**src/rtl/csr_pkg.sv**
```systemverilog
// csr_pkg: shared types for the Zicsr read-modify-write unit.
// Optional build macro CSR_COUNTINHIBIT_EN enables mcountinhibit (0x320).
package csr_pkg;

    localparam int DATA_W = 32;

    // Read-only CSRs live in the 0xC00..0xFFF quadrant.
    localparam logic [1:0] CSR_RO_PREFIX = 2'b11;

    typedef enum logic [11:0] {
        CSR_MCOUNTINHIBIT = 12'h320,
        CSR_MSCRATCH      = 12'h340,
        CSR_MCYCLE        = 12'hB00,
        CSR_MINSTRET      = 12'hB02,
        CSR_MCYCLEH       = 12'hB80,
        CSR_MINSTRETH     = 12'hB82,
        CSR_CYCLE         = 12'hC00,
        CSR_INSTRET       = 12'hC02,
        CSR_CYCLEH        = 12'hC80,
        CSR_INSTRETH      = 12'hC82
    } csr_address_t;

    typedef enum logic [2:0] {
        OP_ILL0 = 3'b000,
        OP_RW   = 3'b001,
        OP_RS   = 3'b010,
        OP_RC   = 3'b011,
        OP_ILL4 = 3'b100,
        OP_RWI  = 3'b101,
        OP_RSI  = 3'b110,
        OP_RCI  = 3'b111
    } csr_op_t;

    typedef enum logic [1:0] {
        IDLE,
        READ,
        WRITE,
        RESP
    } rmw_state_t;

    // Request as latched on acceptance.
    typedef struct packed {
        csr_op_t            op;
        logic [11:0]        addr;
        logic [4:0]         rs1_idx;
        logic [DATA_W-1:0]  rs1_data;
    } csr_req_t;

    // New CSR value for a given op; the immediate forms share the low two bits.
    function automatic logic [DATA_W-1:0] rmw_apply(input csr_op_t op,
                                                    input logic [DATA_W-1:0] old,
                                                    input logic [DATA_W-1:0] src);
        logic [DATA_W-1:0] res;
        res = old;
        case (op)
            OP_RW, OP_RWI: res = src;
            OP_RS, OP_RSI: res = old | src;
            OP_RC, OP_RCI: res = old & ~src;
            default:       res = old;
        endcase
        return res;
    endfunction

endpackage

```
**src/rtl/csr_counter64.sv**
```systemverilog
// csr_counter64: CNT_W-bit free-running counter exposed as two 32-bit halves.
// A write to either half replaces that half and suppresses the increment
// for the whole counter in the same cycle.
import csr_pkg::*;

module csr_counter64 #(
    parameter int CNT_W = 64
) (
    input  logic        clk,
    input  logic        reset,
    input  logic        inc,
    input  logic        inhibit,
    input  logic        wr_lo,
    input  logic        wr_hi,
    input  logic [31:0] wdata,
    output logic [31:0] lo,
    output logic [31:0] hi
);

    logic [CNT_W-1:0] cnt;
    logic [63:0]      cnt_ext;

    // Write has priority over increment; wrap is the natural adder overflow.
    always_ff @(posedge clk or posedge reset) begin
        if (reset) begin
            cnt <= '0;
        end else if (wr_lo || wr_hi) begin
            if (wr_lo) cnt[31:0]       <= wdata;
            if (wr_hi) cnt[CNT_W-1:32] <= wdata[CNT_W-33:0];
        end else if (inc && !inhibit) begin
            cnt <= cnt + CNT_W'(1);
        end
    end

    // Bits above CNT_W read as zero.
    assign cnt_ext = 64'(cnt);
    assign lo      = cnt_ext[31:0];
    assign hi      = cnt_ext[63:32];

endmodule

```
**src/rtl/csr_rmw_unit.sv**
```systemverilog
// csr_rmw_unit: sequenced Zicsr read-modify-write for mscratch, mcycle(h),
// minstret(h) and their user read-only shadows.
// Optional build macro CSR_COUNTINHIBIT_EN adds mcountinhibit at 0x320.
import csr_pkg::*;

module csr_rmw_unit #(
    parameter int XLEN  = 32,
    parameter int CNT_W = 64
) (
    input  logic            clk,
    input  logic            reset,
    input  logic            i_req_valid,
    output logic            o_req_ready,
    input  logic [2:0]      i_funct3,
    input  logic [11:0]     i_csr_addr,
    input  logic [4:0]      i_rs1_idx,
    input  logic [XLEN-1:0] i_rs1_data,
    input  logic            i_instret_inc,
    output logic            o_rsp_valid,
    input  logic            i_rsp_ready,
    output logic [XLEN-1:0] o_rsp_data,
    output logic            o_rsp_illegal
);

    rmw_state_t  state;
    csr_req_t    req_q;
    logic [31:0] old_q;
    logic [31:0] wval_q;
    logic        commit_q;
    logic        illegal_q;

    logic [31:0] mscratch;
    logic [31:0] cyc_lo, cyc_hi, ins_lo, ins_hi;
    logic        inh_cy, inh_ir;

    logic [31:0] rd_data;
    logic        addr_known;
    logic [31:0] src;
    logic        op_ok;
    logic        wr_en;
    logic        illegal;
    logic        do_write;

    // Read mux over the latched address; unknown addresses flag illegal.
    always_comb begin
        rd_data    = '0;
        addr_known = 1'b1;
        case (req_q.addr)
            CSR_MSCRATCH:               rd_data = mscratch;
            CSR_MCYCLE,   CSR_CYCLE:    rd_data = cyc_lo;
            CSR_MCYCLEH,  CSR_CYCLEH:   rd_data = cyc_hi;
            CSR_MINSTRET, CSR_INSTRET:  rd_data = ins_lo;
            CSR_MINSTRETH, CSR_INSTRETH: rd_data = ins_hi;
`ifdef CSR_COUNTINHIBIT_EN
            CSR_MCOUNTINHIBIT:          rd_data = {29'd0, inh_ir, 1'b0, inh_cy};
`endif
            default:                    addr_known = 1'b0;
        endcase
    end

    // Operand selection, write intent and legality for the latched request.
    assign src     = req_q.op[2] ? {27'd0, req_q.rs1_idx} : req_q.rs1_data;
    assign op_ok   = (req_q.op[1:0] != 2'b00);
    assign wr_en   = (req_q.op[1:0] == 2'b01) || (req_q.rs1_idx != 5'd0);
    assign illegal = !addr_known || !op_ok ||
                     (wr_en && (req_q.addr[11:10] == CSR_RO_PREFIX));

    // Request sequencer: accept, read, commit, hold response until taken.
    always_ff @(posedge clk or posedge reset) begin
        if (reset) begin
            state         <= IDLE;
            req_q         <= '0;
            old_q         <= '0;
            wval_q        <= '0;
            commit_q      <= 1'b0;
            illegal_q     <= 1'b0;
            o_req_ready   <= 1'b1;
            o_rsp_valid   <= 1'b0;
            o_rsp_data    <= '0;
            o_rsp_illegal <= 1'b0;
        end else begin
            case (state)
                IDLE: begin
                    if (i_req_valid) begin
                        req_q <= '{op:       csr_op_t'(i_funct3),
                                   addr:     i_csr_addr,
                                   rs1_idx:  i_rs1_idx,
                                   rs1_data: i_rs1_data};
                        o_req_ready <= 1'b0;
                        state       <= READ;
                    end
                end
                READ: begin
                    old_q     <= rd_data;
                    wval_q    <= rmw_apply(req_q.op, rd_data, src);
                    commit_q  <= wr_en && !illegal;
                    illegal_q <= illegal;
                    state     <= WRITE;
                end
                WRITE: begin
                    o_rsp_valid   <= 1'b1;
                    o_rsp_data    <= illegal_q ? '0 : old_q;
                    o_rsp_illegal <= illegal_q;
                    state         <= RESP;
                end
                RESP: begin
                    if (i_rsp_ready) begin
                        o_rsp_valid <= 1'b0;
                        o_req_ready <= 1'b1;
                        state       <= IDLE;
                    end
                end
                default: state <= IDLE;
            endcase
        end
    end

    // Writes land at the end of the WRITE cycle using the value computed in READ.
    assign do_write = (state == WRITE) && commit_q;

    // mscratch storage.
    always_ff @(posedge clk or posedge reset) begin
        if (reset) begin
            mscratch <= '0;
        end else if (do_write && (req_q.addr == CSR_MSCRATCH)) begin
            mscratch <= wval_q;
        end
    end

`ifdef CSR_COUNTINHIBIT_EN
    // mcountinhibit: only CY (bit 0) and IR (bit 2) are implemented.
    always_ff @(posedge clk or posedge reset) begin
        if (reset) begin
            inh_cy <= 1'b0;
            inh_ir <= 1'b0;
        end else if (do_write && (req_q.addr == CSR_MCOUNTINHIBIT)) begin
            inh_cy <= wval_q[0];
            inh_ir <= wval_q[2];
        end
    end
`else
    assign inh_cy = 1'b0;
    assign inh_ir = 1'b0;
`endif

    csr_counter64 #(.CNT_W(CNT_W)) u_mcycle (
        .clk     (clk),
        .reset   (reset),
        .inc     (1'b1),
        .inhibit (inh_cy),
        .wr_lo   (do_write && (req_q.addr == CSR_MCYCLE)),
        .wr_hi   (do_write && (req_q.addr == CSR_MCYCLEH)),
        .wdata   (wval_q),
        .lo      (cyc_lo),
        .hi      (cyc_hi)
    );

    csr_counter64 #(.CNT_W(CNT_W)) u_minstret (
        .clk     (clk),
        .reset   (reset),
        .inc     (i_instret_inc),
        .inhibit (inh_ir),
        .wr_lo   (do_write && (req_q.addr == CSR_MINSTRET)),
        .wr_hi   (do_write && (req_q.addr == CSR_MINSTRETH)),
        .wdata   (wval_q),
        .lo      (ins_lo),
        .hi      (ins_hi)
    );

endmodule
```
**config.mk**
```make
export PLATFORM = sky130hd
export DESIGN_NAME = csr_rmw_unit
export DESIGN_NICKNAME = d
export VERILOG_FILES = /design/src/rtl/csr_pkg.sv /design/src/rtl/csr_counter64.sv /design/src/rtl/csr_rmw_unit.sv
export SDC_FILE = /design/constraint.sdc
export NUM_CORES = 1
export LEC_CHECK = 0
export CAP_MARGIN = 5
export CORE_MARGIN = 1
export CORE_UTILIZATION = 30
export CTS_CLUSTER_SIZE = 12
export DETAILED_ROUTE_END_ITERATION = 7
export GPL_ROUTABILITY_DRIVEN = 0
export PLACE_DENSITY = 0.54
export SLEW_MARGIN = 10
export SYNTH_ARGS = -nofsm -noshare
export SYNTH_HDL_FRONTEND = slang
export SYNTH_HIERARCHICAL = 1
export SYNTH_SLANG_ARGS = --single-unit
```
**constraint.sdc**
```tcl
create_clock -name clk -period 9.2 [get_ports clk]
set_input_delay 1.84 -clock clk [delete_from_list [all_inputs] [get_ports clk]]
set_output_delay 1.84 -clock clk [all_outputs]
set_load 0.03 [all_outputs]
```
==> reports/results.txt <==
The run finished, with violations left. The checks that failed: DRC. Dividing total power by cell area gives a power density of 233 mW/mm^2. The met3 wirelength from detailed routing is 6.28 mm. The total standard cell area after synthesis is 0.0173 mm^2. At the pin with the least slew margin, the transition time is 1.41 ns.

From synthesis to final layout, the design area changed by 16.5%. The setup clock skew after layout was 0.0266 ns; the aggregate negative setup slack was 0 ns. The floorplan step defined a die boundary enclosing 0.0588 mm^2. The aggregate global routing overflow is 0. In this run, synthesis inferred 0 flip-flops with an integrated enable. Dividing the detail-routed wire length by the instance count gives 24.5 um. Count of unresolved DRC violations after routing: 4. Startpoint of the most critical hold path: old_q[25]$_DFFE_PP0N_. The part of the cycle the worst path needs is 0.410, and the post-synthesis async set-or-reset flop share is 1.00.

In this run, distinct cell masters in the synthesized netlist total 89. The logs give 0.216 for the total routing usage reported by global routing and 0 for the post-cts resize count. The number of cells on the worst reg-to-reg path is 10. Based on the critical path, the design can be clocked at up to 265 MHz. The total via count after detailed routing came out at 15,800. The number of clock buffers added by TritonCTS is 37. The effective utilization at floorplan was 0.306; the final design instance area without fill was 0.0202 mm^2.

TritonCTS built the clock tree. The share of synthesized area occupied by flip-flops and latches was 0.455; the number of buffers added on ports was 91. In this run the horizontal extent of the chip is 242 um.

The worst setup path is captured at a register. The tools report the relative slew slack as 0.0535. The min-delay analysis places its worst path in the category reg -> reg. The run gives 5.43 ns as the reg-to-reg setup timing slack.

The detailed router put a total of 27.2 mm of wire on met1. The logs give 0 for the final count of hold timing violations and 9.65 ns for the worst endpoint required time. The depth of the worst hold-timing path is 1.

The instance area after placement is 0.0190 mm^2. The logs give 315 for the CTS sink count and 0 for the buffer count from post-CTS setup fixing. The largest total area in the synthesized netlist belongs to sky130_fd_sc_hd__dfrtp_1. The number of placement rows came out at 87. Area share of the leading cell type in the synthesized netlist: 0.453. Setup repair after global routing left no endpoint under its margin.

The worst-case IR drop observed on VDD is 0.000193 V. In the final design database the tool counted 1,938 nets. The pin count of the biggest net entering global routing was 111. The ratio of cells with drive above 1 in the final layout was 0.109; the placed wire-length estimate was 45.6 mm. The initial antenna violation count came out at 3.

For this run, the leading register cell type out of synthesis is sky130_fd_sc_hd__dfrtp_1. After clock tree synthesis, the clock-pin slew on the worst setup and hold paths is 0.06 ns. Post-placement cell count: 2,592. In this run the deepest clock path goes through 3 buffers. The startpoint type of the worst setup path was a register. The highest metal layer with signal wires is met5. The count of cells in the finished layout, fillers not included, comes to 2,658.

The via count normalized by instance count is 5.95, and the final max-slew violation count is 0. CTS built an H-tree with a depth of 2. In this run the standard cell core region covers 0.0567 mm^2. Data on the critical path arrives at its endpoint at 4.23 ns. From bottom edge to top edge, the die measures 242 um. The number of hold buffers added after CTS was 0. The routed design could run at a clock period as short as 3.77 ns.

The maximum fanout along the worst path was 37; the met2 layer wire length in the routed design was 28.3 mm. The logs give 97.6 mm for the first-pass GRT wire length and 65.2 mm for the post-detailed-routing wire length. In this run the remaining antenna-violating nets after routing total 0. The endpoint of the worst register-to-register path is u_minstret/cnt[57]$_DFFE_PP0P_. In the synthesized netlist, the number of instances is 1,835. In this run, synthesis produced a sequential element count of 315. The clock reaches the later pin of the worst-skew pair after 0.55 ns. Sorting the synthesized cells by area gives the leading types as sky130_fd_sc_hd__dfrtp_1 45%, sky130_fd_sc_hd__mux2_2 4.8%, sky130_fd_sc_hd__mux2_1 4.5%, sky130_fd_sc_hd__nand2_1 4.0%, sky130_fd_sc_hd__nor2_1 3.0%. The count of warnings emitted by yosys is 6, and the total I/O pin count is 92. The buffer type at the clock tree root was sky130_fd_sc_hd__clkbuf_16. For this block, the initial DRC count from the detailed router was 1,864. For hold timing, the worst endpoint is old_q[25]$_DFFE_PP0N_. Before antenna repair, the detailed router went through 8 iterations.

A synthesized cell averages 9.45 um^2. The number of global-route vias before repair is 15,000. Max-cap violations in this run came to 0.

Setup violations remaining at the end of the flow were counted as 0. The cell leakage power is 7.65 nW. The worst setup path is of the reg -> reg kind. In this run the critical register-to-register path is launched from req_q[47]$_DFFE_PP0P_.
==> cells in the mapped netlist (26+ instances only) <==
| master | count |
|---|---|
| sky130_fd_sc_hd__dfrtp_1 | 314 |
| sky130_fd_sc_hd__nand2_1 | 185 |
| sky130_fd_sc_hd__nor2_1 | 140 |
| sky130_fd_sc_hd__a21oi_1 | 102 |
| sky130_fd_sc_hd__clkbuf_1 | 99 |
| sky130_fd_sc_hd__o21ai_0 | 76 |
| sky130_fd_sc_hd__mux2_2 | 74 |
| sky130_fd_sc_hd__mux2_1 | 70 |
| sky130_fd_sc_hd__nand3_1 | 64 |
| sky130_fd_sc_hd__inv_1 | 62 |
| sky130_fd_sc_hd__nand4_1 | 58 |
| sky130_fd_sc_hd__o22ai_1 | 47 |
| sky130_fd_sc_hd__nor4_1 | 41 |
| sky130_fd_sc_hd__o21ai_1 | 37 |
| sky130_fd_sc_hd__nor3_1 | 32 |
| sky130_fd_sc_hd__a222oi_1 | 28 |
| sky130_fd_sc_hd__a31oi_1 | 26 |
==> registers in the layout, indices dropped and copies added (netlist names) <==
register        count
illegal_q           1
o_rsp_data         32
u_minstret/cnt     64
o_req_ready         1
commit_q            1
wval_q             32
req_q              52
o_rsp_valid         1
state               2
o_rsp_illegal       1
u_mcycle/cnt       64
mscratch           32
old_q              32
==> metal layers <==
metal	vias to the layer above	GRT usage
li1	6976	-
met1	7870	0.291
met2	791	0.324
met3	177	0.0547
met4	4	0.0985
met5	-	0.00327
==> cells by family (layout without fill, tap and decap cells) <==
logic type,Yosys count,after routing,synth area share
DFF,315,315,0.455
buffers and inverters,186,245,0.0422
xor gates and xnor gates,24,24,0.0121
and+or+nand+nor,657,657,0.195
muxes,154,154,0.100
AOI/OAI and AO/OA,491,491,0.192
adders and majority gates,6,6,0.00433
other,2,10,0.000433
==> worst max-delay path, stage by stage, from the launching register on <==
cell and delay, ns:
sky130_fd_sc_hd__dfrtp_1 0.44, sky130_fd_sc_hd__nand4b_1 0.40, sky130_fd_sc_hd__nor2_1 0.24, sky130_fd_sc_hd__nand3_1 0.16, sky130_fd_sc_hd__nor2_2 0.13, sky130_fd_sc_hd__buf_4 0.42, sky130_fd_sc_hd__inv_1 0.55, sky130_fd_sc_hd__nand2_1 0.32
sky130_fd_sc_hd__nand2_1 0.23, sky130_fd_sc_hd__or4_1 0.59, sky130_fd_sc_hd__o211ai_1 0.17
==> through the flow <==
step | hold WS (ns) | power, mW | utilization | setup WS, ns
5_1_grt | 0.509 | 4.90 | 0.356 | 5.15
3_3_place_gp | 0.473 | 3.17 | 0.334 | 5.00
6_report | 0.493 | 4.71 | 0.356 | 5.43
4_1_cts | 0.496 | 4.70 | 0.356 | 5.43
3_5_place_dp | 0.480 | 3.19 | 0.334 | 4.96
2_1_floorplan | 0.453 | 2.68 | - | 2.28
==> worst max-delay path by stage <==
stage,start,endpoint,slack [ns],cells after the start
6_report,req_q[47]$_DFFE_PP0P_,u_minstret/cnt[57]$_DFFE_PP0P_,5.43,10
5_1_grt,req_q[47]$_DFFE_PP0P_,u_minstret/cnt[57]$_DFFE_PP0P_,5.15,10
4_1_cts,req_q[47]$_DFFE_PP0P_,u_minstret/cnt[57]$_DFFE_PP0P_,5.43,10
3_5_place_dp,reset,mscratch[26]$_DFFE_PP0P_,4.96,3
3_3_place_gp,reset,mscratch[0]$_DFFE_PP0P_,5.00,3
2_1_floorplan,reset,commit_q$_DFFE_PP0N_,2.28,1
==> final cells by class <==
| class | count | area, um^2 |
|---|---|---|
| sequential | 315 | 7890 |
| clock inverter | 15 | 181 |
| clock buffer | 50 | 1030 |
| inverter | 63 | 244 |
| timing repair buffer | 117 | 1110 |
| tap | 756 | 946 |
| antenna | 1 | 2.50 |
| fill | 5712 | 36500 |
| multi-input combinational | 1341 | 8790 |
==> report_power, final <==
group / internal (mW) / switching, mW
clock: 0.878 / 0.629
sequential: 1.63 / 0.481
combinational: 0.452 / 0.643
total: 2.95 / 1.75
==> cells in the final DEF (no fill, tap or decap), types with 8 or more instances in the layout <==
cell	synthesis	routed
sky130_fd_sc_hd__and3_1	20	20
sky130_fd_sc_hd__a2bb2oi_1	9	9
sky130_fd_sc_hd__xnor2_1	14	14
sky130_fd_sc_hd__a211oi_1	19	19
sky130_fd_sc_hd__nor2_1	140	133
sky130_fd_sc_hd__or2_2	12	12
sky130_fd_sc_hd__nand2_1	185	184
sky130_fd_sc_hd__clkbuf_16	0	37
sky130_fd_sc_hd__xor2_1	10	10
sky130_fd_sc_hd__a31oi_1	26	26
sky130_fd_sc_hd__o311ai_0	8	8
sky130_fd_sc_hd__mux2_2	74	74
sky130_fd_sc_hd__o22ai_1	47	47
sky130_fd_sc_hd__nor4_1	41	40
sky130_fd_sc_hd__dfrtp_1	314	313
sky130_fd_sc_hd__o21ai_1	37	37
sky130_fd_sc_hd__a222oi_1	28	28
sky130_fd_sc_hd__mux2_1	70	70
sky130_fd_sc_hd__clkdlybuf4s50_1	0	91
sky130_fd_sc_hd__o21ai_0	76	76
sky130_fd_sc_hd__o31ai_1	10	10
sky130_fd_sc_hd__a311oi_1	11	11
sky130_fd_sc_hd__or3_1	16	16
sky130_fd_sc_hd__nand3_1	64	64
sky130_fd_sc_hd__buf_4	4	26
sky130_fd_sc_hd__inv_1	62	59
sky130_fd_sc_hd__a22oi_1	19	19
sky130_fd_sc_hd__a21o_1	13	13
sky130_fd_sc_hd__nand4_1	58	58
sky130_fd_sc_hd__nor3_1	32	32
sky130_fd_sc_hd__conb_1	2	9
sky130_fd_sc_hd__o22a_1	8	8
sky130_fd_sc_hd__a21oi_1	102	102
sky130_fd_sc_hd__or4_1	13	13
sky130_fd_sc_hd__a221o_1	14	14
sky130_fd_sc_hd__mux2i_1	9	9
sky130_fd_sc_hd__and4_1	22	22
Power figures use the tool's default switching activity.
